<file path="src/rtl/ldl_wround.sv">
// Weighted round-robin arbiter: each requestor holds the grant for weight+1
// accepted grants, then the search resumes just past it.

module ldl_wround_lane #(
  parameter int BIN_WIDTH = 3,
  parameter int IDX       = 0
) (
  input  logic                 req_bit,
  input  logic [BIN_WIDTH-1:0] start,
  output logic                 upper
);
  // Lane is a candidate in the first (non-wrapped) half of the circular search.
  assign upper = req_bit && (BIN_WIDTH'(IDX) >= start);
endmodule

module ldl_wround #(
  parameter int REQ_WIDTH = 8,
  parameter int BIN_WIDTH = $clog2(REQ_WIDTH),
  parameter int WGT_WIDTH = 4
) (
  input  logic                           clk,
  input  logic                           rst,
  input  logic [REQ_WIDTH-1:0]           req,
  input  logic [REQ_WIDTH*WGT_WIDTH-1:0] weight,
  input  logic                           ready,
  output logic                           valid,
  output logic [REQ_WIDTH-1:0]           hot,
  output logic [BIN_WIDTH-1:0]           bin,
  output logic                           last
);

  logic [WGT_WIDTH-1:0] credit;
  logic [BIN_WIDTH-1:0] ptr;
  logic [BIN_WIDTH-1:0] bin_inc;
  logic [BIN_WIDTH-1:0] start;
  logic [BIN_WIDTH-1:0] sel_hi;
  logic [BIN_WIDTH-1:0] sel_lo;
  logic [BIN_WIDTH-1:0] sel;
  logic [WGT_WIDTH-1:0] wsel;
  logic [REQ_WIDTH-1:0] upper;
  logic                 acc;
  logic                 dec;
  logic                 cont;

  assign acc     = valid & ready;
  assign dec     = ~valid | ready;
  assign bin_inc = (bin == BIN_WIDTH'(REQ_WIDTH-1)) ? '0 : bin + 1'b1;
  assign start   = acc ? bin_inc : ptr;
  assign cont    = acc && (credit != '0) && req[bin];
  assign last    = valid && (credit == '0);

  for (genvar i = 0; i < REQ_WIDTH; i++) begin : g_lane
    ldl_wround_lane #(.BIN_WIDTH(BIN_WIDTH), .IDX(i)) u_lane (
      .req_bit (req[i]),
      .start   (start),
      .upper   (upper[i])
    );
  end

  // Lowest candidate at/after start wins; otherwise wrap to the lowest request.
  always_comb begin
    sel_hi = '0;
    sel_lo = '0;
    for (int i = REQ_WIDTH-1; i >= 0; i--) begin
      if (upper[i]) sel_hi = BIN_WIDTH'(i);
      if (req[i])   sel_lo = BIN_WIDTH'(i);
    end
    sel  = (|upper) ? sel_hi : sel_lo;
    wsel = '0;
    for (int i = 0; i < REQ_WIDTH; i++)
      if (sel == BIN_WIDTH'(i)) wsel = weight[i*WGT_WIDTH +: WGT_WIDTH];
  end

  always_ff @(posedge clk or posedge rst) begin
    if (rst) begin
      valid  <= 1'b0;
      hot    <= '0;
      bin    <= '0;
      credit <= '0;
      ptr    <= '0;
    end else if (dec) begin
      if (acc) ptr <= bin_inc;
      if (cont) begin
        credit <= credit - 1'b1;
      end else if (|req) begin
        valid  <= 1'b1;
        bin    <= sel;
        hot    <= REQ_WIDTH'(1) << sel;
        credit <= wsel;
      end else begin
        valid  <= 1'b0;
        hot    <= '0;
        credit <= '0;
      end
    end
  end

endmodule
</file>
<file path="config.mk">
export PLATFORM = sky130hd
export DESIGN_NAME = ldl_wround
export DESIGN_NICKNAME = d
export VERILOG_FILES = /design/src/rtl/ldl_wround.sv
export SDC_FILE = /design/constraint.sdc
export NUM_CORES = 1
export LEC_CHECK = 0
export BUFFER_PORTS_ARGS = -buffer_cell sky130_fd_sc_hd__buf_2
export CAP_MARGIN = 20
export CORE_MARGIN = 8
export CORE_UTILIZATION = 45
export CTS_CLUSTER_DIAMETER = 80
export DETAILED_ROUTE_END_ITERATION = 8
export MAX_ROUTING_LAYER = met4
export PLACE_DENSITY = 0.76
export SYNTH_ARGS = -nofsm -noshare
export SYNTH_HDL_FRONTEND = slang
export SYNTH_SLANG_ARGS = --single-unit
</file>
<file path="constraint.sdc">
create_clock -name clk -period 2.9 [get_ports clk]
set_input_delay 0.435 -clock clk [delete_from_list [all_inputs] [get_ports clk]]
set_output_delay 0.435 -clock clk [all_outputs]
set_load 0.01 [all_outputs]
</file>
==> flow_summary.json <==
{
  "status": "finished, violations left",
  "violations": "negative setup slack",
  "clk_pin_slew_ps": 110,
  "min_period_over_period_pct": 103.1,
  "dr.pass1.iters": 7,
  "final_cells": 305,
  "path_class": "reg2reg",
  "p_leak_nw": 1.122,
  "path_cells": "ha_4, ha_4, nand4bb_4, a222oi_1, buf_4, o21ai_4, nor4b_4, a21oi_4, mux4_1, a22oi_2, o211ai_1",
  "htreeDepth": 1,
  "cts-buffers-inserted": 3,
  "drc": 0,
  "clk_latency_ps": 300,
  "nNetsFinal": 304,
  "timing.rr.end": "credit[2]",
  "synth_edf_count": 0,
  "grt_max_degree": 20,
  "relSlewSlack_pct": 52.26,
  "cp_slowest_cell": "mux4_1",
  "area_growth_pct": 43.54,
  "cts_tree": "built",
  "drt_wl_total_mm": 5.335,
  "antenna_cells": 0,
  "rsz0062_at_grt": "true",
  "max_freq_ghz": 0.3345,
  "drv_cap": 0,
  "syn_area_per_cell_um2": 9.036,
  "vias_per_cell": 5.711,
  "grt_overflow_total": 0,
  "port_buffers": 55,
  "grt_use_total_pct": 17.51,
  "reg2reg_depth": 11,
  "cts_buffer_depth": 2,
  "synthFlopType": "dfrtp_1",
  "start_util_pct": 45.45,
  "finalMaxSlewViolations": 0,
  "setup-violations-final": 5,
  "path_buf_inv": 1,
  "drt_iter0_markers": 126,
  "yosys-top-cells-area": "dfrtp_1 (29%), inv_1 (4.4%), mux4_2 (4.2%)",
  "core_um2": 3578,
  "wl_per_cell_um": 17.49,
  "finalSetupTns_ps": -246.2,
  "drive_gt1_share_pct": 48.25,
  "rows": 22,
  "cp.required_ps": 3090,
  "startpoint_type": "flop",
  "path_common_cell": "ha_4",
  "ys_async_sr_fraction_pct": 100.0,
  "die_h_um": 76.12,
  "clock_sinks": 19,
  "regToRegSetupSlack_ps": -90,
  "pre_cts_ws_ps": -198.0,
  "root_buffer": "clkbuf_4",
  "ant_nets": 0,
  "path_delay_family": "compound AO/OA/AOI/OAI gates",
  "dieArea_um2": 5794,
  "fin_worst_skew_ps": 2.566,
  "syn_area_um2": 1627,
  "period_minus_slack_ps": 2990,
  "gp_congestion": 0.9600,
  "dp_hpwl_mm": 3.966,
  "numPlacedInstances": 297,
  "ys_seq_area_share_pct": 29.23,
  "dieWidth_um": 76.12,
  "cpPeakStageDelay_ps": 500,
  "p_per_area_nw_per_um2": 1204,
  "synth_nets": 226,
  "grt_pass1_vias": 1770,
  "yosys_warnings": 0,
  "synth-seq-cells": 19,
  "worst_pin_slew_ps": 715.2,
  "worstPathArrival_ps": 3180,
  "synthCells": 180,
  "final_cell_mix": "buf_2 (55), buf_4 (25), inv_1 (19), dfrtp_1 (17), nor2_1 (15)",
  "grt_pass1_wl_mm": 8.411,
  "hold_class": "in2async",
  "final_common_cell": "buf_2",
  "cp-end-kind": "flop",
  "critPathMaxFanout": 4,
  "timing.rr.start": "bin[0]",
  "io_pins": 56,
  "yosysTopAreaCellShare_pct": 29.23,
  "vias": 1742,
  "nFillCells": 317,
  "synth_cell_type_count": 54,
  "peakVddDrop_mv": 0.6152,
  "timing.final.ws_setup_ps": -89.62,
  "hold_viol": 0,
  "cts.hold.buffers_added": 0,
  "post-synth-top-area-cell": "dfrtp_1",
  "antenna_found_initial": 0
}
==> cells in the mapped netlist (3+ instances only) <==
library cell and count:
a21bo_4 3, a21o_1 4, a21oi_1 3, a22o_1 6, a22oi_1 5, a31o_2 3
a31oi_1 4, and2_1 5, buf_6 3, clkbuf_1 4, dfrtp_1 19, ha_1 3
inv_1 19, mux2i_1 3, mux4_2 3, nand2_1 7, nand2b_1 4, nand3_1 6
nor2_1 17, nor2b_1 5, o21ai_0 8, o221ai_1 3
==> kinds of logic (layout without fill, tap and decap cells) <==
kind of cell	count (synthesis)	after routing	synth area share, %
flip-flops	19	19	29.23
buffers and inverters	27	104	7.615
multiplexers	8	8	9.231
AO/OA/AOI/OAI	61	61	29.69
AND/OR/NAND/NOR	60	60	20.69
XOR/XNOR	1	1	0.5386
adder cells (fa/ha/maj)	4	4	3.000
==> registers in the layout (all words and copies together) (netlist names) <==
name,cells
valid,1
hot,8
ptr,3
bin,3
credit,4
==> how the worst max path moves through the flow <==
| stage | startpoint | to | slack [ps] | cells after the start |
|---|---|---|---|---|
| after floorplan | bin[0] | credit[3] | 20 | 11 |
| after global placement | bin[0] | credit[2] | -80 | 10 |
| after detailed placement | bin[0] | credit[3] | -200 | 12 |
| after CTS | bin[0] | credit[3] | 10 | 11 |
| after global routing | bin[0] | credit[3] | -160 | 13 |
| final | bin[0] | credit[2] | -90 | 11 |
==> repair_timing <==
item / in CTS / in global routing
setup endpoints to repair: 8 / 9
hold endpoints to repair: 0 / 0
pin swaps: 6 / 5
setup buffers: 3 / 1
gates resized for setup: 18 / 13
==> area by class of cell <==
type                       count  area [um2]  share of cell area [%]
inverter                      19       71.32                   3.055
multi-input combinational    134        1215                   52.04
clock buffer                   3       22.52                  0.9646
clock inverter                 1       5.005                  0.2144
sequential                    19       478.0                   20.47
timing repair buffer          81       483.0                   20.69
tap                           48       60.06                   2.572
==> power by group <==
group	internal [mW]	total [mW]	switching, mW
sequential	0.390	0.496	0.106
clock	0.0515	0.138	0.0867
combinational	1.10	2.18	1.08
total	1.54	2.81	1.27
==> stage by stage <==
step	utilization, %	total power [mW]	hold WS, ps	area, um2
final	65.24	2.812	225.4	2335
after global routing	65.24	3.001	275.4	2335
after CTS	63.08	2.601	249.1	2257
after detailed placement	58.36	2.260	488.8	2088
after global placement	58.36	2.216	482.5	2088
after floorplan	-	1.643	386.1	1628
==> worst register-to-register path: stages (launching register included) <==
cell and delay (ps):
dfrtp_2 440, ha_4 170, ha_4 150, nand4bb_4 220, a222oi_1 420, buf_4 200
o21ai_4 70, nor4b_4 320, a21oi_4 90, mux4_1 510, a22oi_2 170, o211ai_1 100
==> per-layer routing <==
metal / track usage, % / routed length, um / share of wire [%]
met1: 23.04 / 2382 / 45
met3: 2.241 / 352 / 6.6
met4: 4.808 / 110 / 2.1
met2: 27.51 / 2491 / 47
met5: - / 0 / 0
Note: power is estimated with default switching activity, not from simulation.
